### src/rtl/cernbe_bus_master.sv
// 64-bit command initiator for CERN-BE/VME-style register slaves.
// Each request becomes two 32-bit bus cycles: upper word, then lower word.
module cernbe_bus_master #(
    parameter int ADDR_WIDTH = 8,
    parameter int TIMEOUT    = 255
) (
    input  logic                  Clk,
    input  logic                  Rst,
    input  logic                  req_valid,
    output logic                  req_ready,
    input  logic                  req_we,
    input  logic [ADDR_WIDTH-4:0] req_addr,
    input  logic [63:0]           req_wdata,
    output logic                  rsp_valid,
    output logic [63:0]           rsp_rdata,
    output logic                  rsp_err,
    output logic [ADDR_WIDTH-3:0] VMEAddr,
    output logic [31:0]           VMEWrData,
    input  logic [31:0]           VMERdData,
    output logic                  VMERdMem,
    output logic                  VMEWrMem,
    input  logic                  VMERdDone,
    input  logic                  VMEWrDone
);

    localparam logic [15:0] TO = 16'(TIMEOUT);

    typedef enum logic [2:0] {
        IDLE, STB_HI, WAIT_HI, STB_LO, WAIT_LO, RESP
    } state_t;

    state_t                state, state_n;
    logic                  we_q;
    logic [ADDR_WIDTH-4:0] addr_q;
    logic [63:0]           wdata_q;
    logic [15:0]           cnt;

    logic accept, in_hi, in_lo, done, expired;
    logic we_n, stb_d, rd_mem_d, wr_mem_d, ready_d, rsp_valid_d;

    assign accept  = req_valid && req_ready;
    assign in_hi   = (state == STB_HI) || (state == WAIT_HI);
    assign in_lo   = (state == STB_LO) || (state == WAIT_LO);
    assign done    = (in_hi || in_lo) && (we_q ? VMEWrDone : VMERdDone);
    assign expired = (cnt == TO);

    always_ff @(posedge Clk) begin
        if (Rst) begin
            state <= IDLE;
        end else begin
            state <= state_n;
        end
    end

    always_comb begin
        state_n = state;
        unique case (state)
            IDLE: begin
                if (accept) state_n = STB_HI;
            end
            STB_HI, WAIT_HI: begin
                if (done)         state_n = STB_LO;
                else if (expired) state_n = RESP;
                else              state_n = WAIT_HI;
            end
            STB_LO, WAIT_LO: begin
                if (done || expired) state_n = RESP;
                else                 state_n = WAIT_LO;
            end
            RESP:    state_n = IDLE;
            default: state_n = IDLE;
        endcase
    end

    // Control outputs are computed from the next state and registered below.
    always_comb begin
        we_n        = accept ? req_we : we_q;
        stb_d       = (state_n == STB_HI) || (state_n == STB_LO);
        rd_mem_d    = stb_d && !we_n;
        wr_mem_d    = stb_d && we_n;
        ready_d     = (state_n == IDLE);
        rsp_valid_d = (state_n == RESP);
    end

    always_ff @(posedge Clk) begin
        if (Rst) begin
            req_ready <= 1'b1;
            rsp_valid <= 1'b0;
            rsp_err   <= 1'b0;
            rsp_rdata <= '0;
            VMEAddr   <= '0;
            VMEWrData <= '0;
            VMERdMem  <= 1'b0;
            VMEWrMem  <= 1'b0;
            cnt       <= '0;
            we_q      <= 1'b0;
            addr_q    <= '0;
            wdata_q   <= '0;
        end else begin
            req_ready <= ready_d;
            rsp_valid <= rsp_valid_d;
            VMERdMem  <= rd_mem_d;
            VMEWrMem  <= wr_mem_d;
            if (accept) begin
                we_q      <= req_we;
                addr_q    <= req_addr;
                wdata_q   <= req_wdata;
                rsp_rdata <= '0;
                rsp_err   <= 1'b0;
                VMEAddr   <= {req_addr, 1'b0};
                VMEWrData <= req_wdata[63:32];
                cnt       <= 16'd1;
            end else if (done && in_hi) begin
                if (!we_q) rsp_rdata[63:32] <= VMERdData;
                VMEAddr   <= {addr_q, 1'b1};
                VMEWrData <= wdata_q[31:0];
                cnt       <= 16'd1;
            end else if (done && in_lo) begin
                if (!we_q) rsp_rdata[31:0] <= VMERdData;
            end else if (in_hi || in_lo) begin
                if (expired) rsp_err <= 1'b1;
                else         cnt     <= cnt + 16'd1;
            end
        end
    end

endmodule

### config.mk
export PLATFORM = sky130hd
export DESIGN_NAME = cernbe_bus_master
export DESIGN_NICKNAME = d
export VERILOG_FILES = /design/src/rtl/cernbe_bus_master.sv
export SDC_FILE = /design/constraint.sdc
export NUM_CORES = 1
export LEC_CHECK = 0
export CAP_MARGIN = 20
export CORE_MARGIN = 1.5
export CORE_UTILIZATION = 49
export CTS_CLUSTER_DIAMETER = 60
export CTS_CLUSTER_SIZE = 30
export DETAILED_ROUTE_END_ITERATION = 16
export GPL_TIMING_DRIVEN = 0
export PLACE_DENSITY = 0.91
export SETUP_SLACK_MARGIN = 0.1
export SYNTH_ARGS = -nofsm -noshare
export SYNTH_HDL_FRONTEND = slang
export SYNTH_SLANG_ARGS = --single-unit
### constraint.sdc
create_clock -name Clk -period 5.8 [get_ports Clk]
set_clock_uncertainty 0.2 [all_clocks]
set_input_delay 1.45 -clock Clk [delete_from_list [all_inputs] [get_ports Clk]]
set_output_delay 1.45 -clock Clk [all_outputs]
set_load 0.02 [all_outputs]
==> results of run 1 <==
==> cells by family (layout without fill, tap and decap cells) <==
kind of cell / after synthesis / in the layout / synth area share, %
xor+xnor: 8 / 8 / 1.121
compound gates: 169 / 169 / 16.00
flops: 164 / 164 / 52.54
simple gates: 304 / 304 / 20.36
buf+inv: 55 / 300 / 3.965
fa+ha+maj: 1 / 1 / 0.2002
mux: 35 / 35 / 5.807
==> cell usage after synthesis (3+ instances only) <==
cell / n / share of area (%)
nor3b_1: 3 / 0.36
a21oi_1: 110 / 8.8
buf_2: 6 / 0.48
mux2i_1: 34 / 5.4
and2_1: 4 / 0.40
or4_1: 5 / 0.60
inv_1: 4 / 0.24
dfxtp_1: 164 / 53
nand3_1: 7 / 0.56
o22a_1: 5 / 0.70
buf_4: 3 / 0.36
or3_1: 5 / 0.50
nor2_1: 48 / 2.9
o21ai_1: 3 / 0.24
o21ai_0: 3 / 0.24
buf_6: 3 / 0.54
xnor2_1: 7 / 0.98
buf_1: 6 / 0.36
nor3_1: 3 / 0.24
nand2b_1: 3 / 0.30
nand2_1: 212 / 13
clkbuf_1: 33 / 2.0
a211oi_1: 36 / 4.3
==> power groups by stage <==
stage	logic (mW)	registers [mW]	clock network, mW
final	0.614	1.26	1.09
after floorplan	0.271	1.33	0
after CTS	0.614	1.26	1.10
after detailed placement	0.604	1.28	0
after global routing	0.663	1.26	1.15
after global placement	0.593	1.27	0
==> flip-flops by register name, indices dropped and copies added, names as in the netlist <==
name       cells
VMEWrData     32
VMEAddr        6
VMEWrMem       1
we_q           1
rsp_err        1
addr_q         5
rsp_valid      1
wdata_q       32
VMERdMem       1
rsp_rdata     64
cnt           16
state          3
req_ready      1
==> stage by stage <==
stage	total power [mW]	area (µm²)	utilization [%]	hold WS [ns]	std cells
finish	2.957	9171	73.27	0.2512	1153
global route	3.079	9171	73.27	0.2692	1153
CTS	2.968	9171	73.27	0.2542	1153
detailed placement	1.881	8596	68.67	0.2456	1121
global placement	1.868	8596	68.67	0.2411	1121
floorplan	1.606	6248	-	0.2360	736
==> area by class of cell <==
class	instances	area, µm²
flip-flops and latches	164	3283
clock buffers	24	501.7
well taps	172	215.2
inverters	4	15.01
plain buffers	51	232.7
fillers	895	3346
repair buffers	213	2132
clock inverters	8	73.82
multi-input cells	517	2718
==> worst max-delay path by stage <==
stage	to
after floorplan	cnt[3]
after global placement	wdata_q[13]
after detailed placement	wdata_q[17]
after CTS	wdata_q[16]
after global routing	wdata_q[23]
final	wdata_q[17]
==> metal layers <==
metal / part of all wire (%) / vias up
li1: - / 2962
met1: 38 / 2876
met2: 49 / 264
met3: 10 / 37
met4: 2.3 / 0
met5: 0 / -
==> worst min-delay path, delay by kind of cell, from the launching register on <==
family           cells  cell delay (ns)
AND/OR/NAND/NOR      1             0.05
flip-flops           1             0.30
AO/OA/AOI/OAI        1             0.05
==> results.md, run 1 <==
- Status: completed
- Synth Cell Area: 0.006248 mm²
- Tcrit/Tclk final: 59.29%
- Initial core utilization: 49.92%
- PwrDens: 322.4 mW/mm²
- Achievable Freq: 290.8 MHz
- Clock slew at reported path FFs: 0.06 ns
- Final wirelength: 18840 µm
- Fin Setup TNS: 0 ns
- Main flop type after synthesis: dfxtp_1
- Crit Path Max Fanout: 10
- Met2 Usage GRT: 49.41%
- Largest net degree at the start of global routing: 17
- Static leakage: 3.177 nW
- Wirelength per Cell: 16.34 µm
- Reg2reg setup slack: 3.34 ns
- Critical path class: input pin to flop
- FP Rows: 41
- Vias: 6139
- Bufs on Longest Clock Path: 2
- Die extent in x: 115.9 µm
- Top Usage Layer GRT: met2
- Most frequent cells in the layout: clkdlybuf4s50_1, nand2_1, dfxtp_1
- Placer Congestion: 0.8568
- Grt met1 use: 31.34%
- EDFF count, synth: 0
- Initial DRC Count: 474
- Die area: 0.01344 mm²
- Final hold violation count: 0
- Buf+Inv Stages, Crit Path: 4
- Reg2reg path depth: 7
- Pre-CTS setup slack: 1.994 ns
- RR Startpoint: state[2]
- GR Util met3: 11.14%
- I/O pin count: 214
- Crit path top cell by count: buf_1
- Post-CTS setup buffer count: 0
- Mapped Avg Cell Area: 8.490 µm²
- # H-tree levels: 4
- Setup ws final: 2.361 ns
- Slowest stage delay, CP: 0.57 ns
- Max-cap violations: 0
- Layout cell share with drive strength beyond 1: 5.097%
- Synth async-reset ratio: 0%
- Clock share of power: 36.8%
- TritonCTS Sinks: 164
- Worst min-delay path startpoint: rsp_rdata[57]
- Flop pwr share: 42.5%
- Tightest Pin Transition: 0.7060 ns
- Hold-fix buffer count after cts: 0
- Post_cts resized: 0
- Internal power: 2.125 mW
- Final setup viols: 0
- NetSw: 0.8324 mW
- Diode count: 0
- Delay-heaviest family, CP: buffers and inverters
- Port Buffers: 213
- Critical Path RT: 5.89 ns
- RSZ-0062 raised after global routing: false
- Hold depth: 2
- Synthesis-to-finish area growth: 46.78%
- RR Endpoint: rsp_rdata[11]
- Hold WC Path Type: flop to flop
- CTS tree: built
- Crit end category: flop
- Initial antenna violation count: 0
- Combinational power share: 20.8%
- CP Depth: 5
- Die height: 115.9 µm
- Max-slew violations: 0
- #FFs+latches synth: 164
- CP max-delay cell: buf_1
- Later-pin clock latency in the skew report: 0.43 ns
- DP HPWL: 13220 µm
- WP data arrival: 3.53 ns
- Final nets: 1076
- Antenna-violating nets left: 0
- Beginning of the critical path: Rst
- Syn Nets: 844
- Tmin final: 3.439 ns
- Total track usage: 28.62%
- Peak supply drop: 0.2341 mV
- DRC: 0
- Area of the core: 0.01252 mm²
- CTS Buf Count: 17
- Ys Warns: 0
- Cell variety after synth: 45
- CP Launch Type: input pin
- Number of global-route vias before repair: 5931
- Commonest non-fill, non-tap cell in the layout: clkdlybuf4s50_1
- Seq/Total Area, Yosys: 52.54%
- Vias/cell: 5.324
- First-pass GRT wire length: 29510 µm
- Switch share: 28.15%
- Worst path cell trace: clkdlybuf4s50_1 > clkbuf_1 > buf_1 > buf_1 > a21oi_1
- Max transition margin: 52.54%
- Overflow after GRT: 0
- Pre-antenna DRT Iters: 4
- Post-Synthesis Cells: 736
- Hold Path Sink: rsp_rdata[57]
- Root buffer cell: clkbuf_16
(Power assumes the default switching activity.)
==> run 2: changes to the inputs <==
Settings changed: CORE_UTILIZATION 49 to 45, PLACE_DENSITY 0.91 to 0.85.
Clock period 5.8 ns to 3.3 ns, I/O delays scaled along.
==> run 2 against run 1 <==
  * Global-route usage shrank 3.5 points
  * Utilization decreased by 4.6 points
  * Critical path depth is the same
  * Sequential power up 75%
  * Critical endpoint is now wdata_q[21]
  * Largest cell class unchanged
  * Largest power group unchanged
  * Highest routed layer unchanged
==> results.md, run 2 (synthesis gave the netlist of run 1 again) <==
- Status: completed
- Dpl cells: 1125
- Die extent in x: 120.8 µm
- Static leakage: 3.185 nW
- Final hold violation count: 0
- Area of the core: 0.01340 mm²
- CP max-delay cell: clkdlybuf4s50_1
- Hold WC Path Type: flop to flop
- Max-slew violations: 0
- Clock slew at reported path FFs: 0.06 ns
- Crit Path Max Fanout: 10
- Pre-CTS setup slack: 0.1439 ns
- Grt met1 use: 29.10%
- Met2 Usage GRT: 41.34%
- Pre-antenna DRT Iters: 5
- Slowest stage delay, CP: 0.52 ns
- I/O pin count: 214
- CTS tree: built
- Final nets: 1076
- Vias: 6072
- RR Startpoint: we_q
- Die area: 0.01460 mm²
- Design area: 0.009198 mm²
- Tightest Pin Transition: 0.6671 ns
- Final Core Density: 68.64%
- Hold_ws: 0.2542 ns
- RSZ-0062 raised after global routing: false
- Tmin final: 2.771 ns
- Die height: 120.8 µm
- Diode count: 0
- Final cell count without fillers: 1154
- Initial DRC Count: 416
- Largest registers: rsp_rdata x64, VMEWrData x32, wdata_q x32
- CP Launch Type: input pin
- Hold-fix buffer count after cts: 0
- Post-CTS setup buffer count: 0
- Worst path cell trace: clkdlybuf4s50_1 > clkbuf_1 > buf_1 > buf_1 > a21oi_1
- Root buffer cell: clkbuf_16
- Max-cap violations: 0
- Wirelength per Cell: 15.66 µm
- Post_cts resized: 0
- Critical Path RT: 3.39 ns
- WP data arrival: 2.86 ns
- Synthesis-to-finish area growth: 47.20%
- Max transition margin: 55.15%
- # H-tree levels: 4
- Most frequent cells in the layout: clkdlybuf4s50_1, nand2_1, dfxtp_1
- CTS Buf Count: 17
- Final setup viols: 0
- Largest net degree at the start of global routing: 17
- PwrDens: 577.2 mW/mm²
- GR Util met3: 10.00%
- Fin Setup TNS: 0 ns
- Total track usage: 25.14%
- Port Buffers: 213
- Initial antenna violation count: 0
- Commonest non-fill, non-tap cell in the layout: clkdlybuf4s50_1
- Bufs on Longest Clock Path: 2
- Overflow after GRT: 0
- Largest register FFs: 64
- Crit path top cell by count: buf_1
- DRC: 0
- Crit end category: flop
- TritonCTS Sinks: 164
- First-pass GRT wire length: 28660 µm
- Vias/cell: 5.262
- Initial core utilization: 46.63%
- Final wirelength: 18070 µm
- FP Rows: 42
- Layout cell share with drive strength beyond 1: 4.499%
- DP HPWL: 13180 µm
- Number of global-route vias before repair: 5838
- Top Usage Layer GRT: met2
- Peak supply drop: 0.3367 mV
- Placed inst area: 0.008601 mm²
- Later-pin clock latency in the skew report: 0.43 ns
- Achievable Freq: 360.9 MHz
- Setup ws final: 0.5291 ns
- Reg2reg setup slack: 0.92 ns
- Reg2reg path depth: 7
- Tcrit/Tclk final: 83.97%
- Beginning of the critical path: Rst
- Critical Path End: wdata_q[21]
- Critical path class: input pin to flop
- RR Endpoint: rsp_rdata[43]
- Overall power of the completed layout: 5.309 mW
- Antenna-violating nets left: 0
- Biggest register: rsp_rdata
- Placer Congestion: 0.8310
-- run 2: power breakdown --
group | switching [mW] | internal, mW
sequential | 0.0829 | 2.12
combinational | 0.593 | 0.478
clock | 0.740 | 1.29
total | 1.42 | 3.89
-- run 2: how the worst min path moves through the flow --
stage	from	endpoint	slack, ns	cells after the start
6_report	rsp_rdata[55]	rsp_rdata[55]	0.25	2
5_1_grt	wdata_q[24]	wdata_q[24]	0.27	2
4_1_cts	wdata_q[16]	wdata_q[16]	0.25	2
3_5_place_dp	wdata_q[16]	wdata_q[16]	0.25	2
3_3_place_gp	rsp_rdata[11]	rsp_rdata[11]	0.24	2
2_1_floorplan	wdata_q[0]	wdata_q[0]	0.24	2
-- run 2: routing by layer --
layer | vias up | wire length, µm
li1 | 2955 | -
met5 | - | 0
met4 | 0 | 447
met3 | 41 | 2008
met1 | 2787 | 7022
met2 | 289 | 8595
-- run 2: layout make-up --
| cell class | count | area (µm²) |
|---|---|---|
| multi-input cells | 517 | 2718 |
| fillers | 1082 | 4203 |
| plain buffers | 51 | 232.7 |
| clock inverters | 5 | 125.1 |
| well taps | 176 | 220.2 |
| flip-flops and latches | 164 | 3283 |
| inverters | 4 | 15.01 |
| clock buffers | 24 | 471.7 |
| repair buffers | 213 | 2132 |
-- run 2: worst max-delay path: cells and delay by family --
| kind | cells | cell delay (ns) |
|---|---|---|
| AOI/OAI and AO/OA | 1 | 0.10 |
| buffers and inverters | 4 | 1.93 |
==> edit 1, RTL diff (config.mk and constraints of run 2) <==
The 6 states of `state_t` get a one-hot encoding in 6 bits.
--- a/src/rtl/cernbe_bus_master.sv
+++ b/src/rtl/cernbe_bus_master.sv
@@ -25,8 +25,8 @@
 
     localparam logic [15:0] TO = 16'(TIMEOUT);
 
-    typedef enum logic [2:0] {
-        IDLE, STB_HI, WAIT_HI, STB_LO, WAIT_LO, RESP
+    typedef enum logic [5:0] {
+        IDLE = 6'b000001, STB_HI = 6'b000010, WAIT_HI = 6'b000100, STB_LO = 6'b001000, WAIT_LO = 6'b010000, RESP = 6'b100000
     } state_t;
 
     state_t                state, state_n;
Function: no difference found for any inputs over 4 cycles, from zero or initial values and one cycle with Rst high; so few cycles prove little.
==> edit 1 against run 2 <==
Cell area is 1.2% lower; area after synthesis is 1.2% lower; synthesized cell count is 2.0% higher; total power is 13% lower; register-to-register slack worse by 0.11 ns; sequential cell count is 3 higher; die area is 1.2% lower; wire length is 1.2% lower; maximum frequency is 6.5% lower; setup slack worse by 0.19 ns; via count is 0.26% lower.
==> edit 1: results <==
set metrics [dict create \
    synth_fa_ha_area_share_pct 0.203 \
    yosys-top-cells-area "dfxtp_1, nand2_1, a21oi_1" \
    vdd.ir_drop.worst_uv 467 \
    finalInstanceArea_um2 9090 \
    synthMuxAreaShare_pct 0.568 \
    grt_util_met2_pct 41.6 \
    tightest_slew_ns 0.750 \
    via_count 6056 \
    synthArstFlopShare_pct 0 \
    first_iter_violations 323 \
    drive_gt1_share_pct 4.83 \
    first_global_vias 5843 \
    routabilityCongestion 0.855 \
    globalRouteMet3Util_pct 7.79 \
    wl_met3_um 1160 \
    syn_nets 859 \
    nClkBuffers 21 \
    grt_first_pass_wirelength_um 28200 \
    dpl-instance-area_um2 8510 \
    nFillCells 1027 \
    crit_arrival_ns 3.12 \
    synth.distinct_cells 46 \
    multi_input_area_share_pct 28.8 \
    yosysSeqAreaShare_pct 54.2 \
    wl_met1_um 7460 \
    nNonClkInverters 3 \
    timing.rr.start "state[2]" \
    rows 42 \
    dp.final_hpwl_um 12900 \
    clk_share_pct 6.29 \
    regArea_um2 3340 \
    synth-xor-area-share_pct 0.710 \
    track_usage_pct 24.9 \
    synth_compound_area_share_pct 18.1 \
    met2_length_um 8690 \
    met1_usage_pct 29.3 \
    avgSynthCellArea_um2 8.22 \
    wl_per_cell_um 15.3 \
    drt_drc_violations_left 0 \
    startpoint "req_valid" \
    buffer_area_share_pct 25.6 \
    numPortBuffers 212 \
    leakage_nw 3.13 \
    status "finished clean" \
    fin_nets 1090 \
    pre_cts_slack_ns -0.285 \
    multi_input_gates 529 \
    design.seq.count 167 \
    yosys-top-cells-count "nand2_1, dfxtp_1, a21oi_1" \
    first_pass_iters 7 \
    stdcell_count 1170 \
    worstHoldStart "rsp_rdata[63]" \
]
-- edit 1: changes by cell type after synthesis, moves of 5 or more --
cell,change
a211oi_1,-33
a21oi_1,+27
a22oi_1,+17
a311oi_1,+15
clkbuf_1,+12
mux2i_1,-32
nand2_1,+34
nor2_1,-21
o21ai_0,+7
xnor2_1,-5
-- edit 1: power breakdown --
part	switching, mW	internal, mW	total, mW
combinational	0.286	0.268	0.554
clock	0.802	1.13	1.94
sequential	0.0401	2.09	2.13
total	1.13	3.50	4.63
-- edit 1: path summary, 6_finish.rpt --
kind	end	slack, ns	cells past startpoint
worst max register to register	VMEWrData[28]	0.81	6
worst min register to register	rsp_rdata[63]	0.25	2
worst max-delay path	wdata_q[6]	0.34	7
worst min-delay path	rsp_rdata[63]	0.25	2
-- edit 1: worst max-delay path: stages --
cell	delay, ns
clkdlybuf4s50_1	0.49
and2_1	0.13
clkbuf_1	0.46
clkbuf_1	0.51
clkbuf_1	0.42
nand2_1	0.12
a21oi_1	0.16
==> edit 2, RTL diff (settings of run 2) <==
Without the edit above. `ADDR_WIDTH`: 8 -> 9.
--- a/src/rtl/cernbe_bus_master.sv
+++ b/src/rtl/cernbe_bus_master.sv
@@ -1,7 +1,7 @@
 // 64-bit command initiator for CERN-BE/VME-style register slaves.
 // Each request becomes two 32-bit bus cycles: upper word, then lower word.
 module cernbe_bus_master #(
-    parameter int ADDR_WIDTH = 8,
+    parameter int ADDR_WIDTH = 9,
     parameter int TIMEOUT    = 255
 ) (
     input  logic                  Clk,
Interface: changed (resized VMEAddr and req_addr); port bits go from 214 to 216. No check against the original RTL was run, so the function may have changed too.
==> edit 2 against run 2 <==
Setup slack improved by 0.065 ns; wire length increased by 4.1%; count of clock-buffer cells in the layout decreased by 1; clock power decreased by 7%; sequential share of layout area about the same; critical path type unchanged; total power decreased by 0.46%; area after synthesis increased by 1.9%; sequential cell count increased by 2; cell area increased by 1.1%.
==> edit 2: results <==
set metrics [dict create \
    first_pass_iters 7 \
    grt_first_pass_wirelength_um 29300 \
    buffer_area_share_pct 25.6 \
    placedCellCount 1138 \
    status "finished clean" \
    yosys-top-cells-count "nand2_1, dfxtp_1, a21oi_1" \
    multi_input_area_um2 2810 \
    wl_met1_um 7480 \
    seq_share_pct 35.7 \
    met2_length_um 9180 \
    nNonClkInverters 1 \
    design.seq.count 166 \
    leakage_nw 3.28 \
    worstHoldStart "wdata_q[26]" \
    num-nonclk-buffers 267 \
    clk-power_mw 1.88 \
    drive_gt1_share_pct 5.56 \
    routabilityCongestion 0.830 \
    dp.final_hpwl_um 13600 \
    globalRouteMet3Util_pct 10.1 \
    grt_util_met2_pct 44.8 \
    first_global_vias 6031 \
    r2r_end "cnt[7]" \
    crit_arrival_ns 2.78 \
    wirelength_um 18800 \
    fin_nets 1086 \
    nFillCells 1113 \
    comb_power_share_pct 21.9 \
    synth.distinct_cells 54 \
    startpoint "req_valid" \
    syn_nets 853 \
    yosysSeqAreaShare_pct 52.2 \
    avgSynthCellArea_um2 8.56 \
]
-- edit 2: metrics by stage --
step           hold WS [ns]  setup WS (ns)  instance area (um^2)
2_1_floorplan         0.236          0.933                  6370
3_3_place_gp          0.241          0.207                  8740
6_report              0.253          0.594                  9300
3_5_place_dp          0.246          0.155                  8740
4_1_cts               0.254          0.582                  9300
5_1_grt               0.269          0.420                  9300
-- edit 2: cell families (layout without fill, tap and decap cells) --
group	count (synthesis)	count (layout)	synth area share, %
AND/OR/NAND/NOR	305	305	20.0
AO/OA/AOI/OAI	171	171	16.2
flip-flops	166	166	52.2
buffers and inverters	54	300	3.79
multiplexers	37	37	6.09
XOR/XNOR	10	10	1.49
adder cells (fa/ha/maj)	1	1	0.196
-- edit 2: critical path: stages --
cell and delay [ns]:
clkdlybuf4s50_1 0.47, nand2_1 0.18, nand2b_1 0.12, buf_1 0.22
clkbuf_1 0.39, clkbuf_1 0.47, a21oi_1 0.09
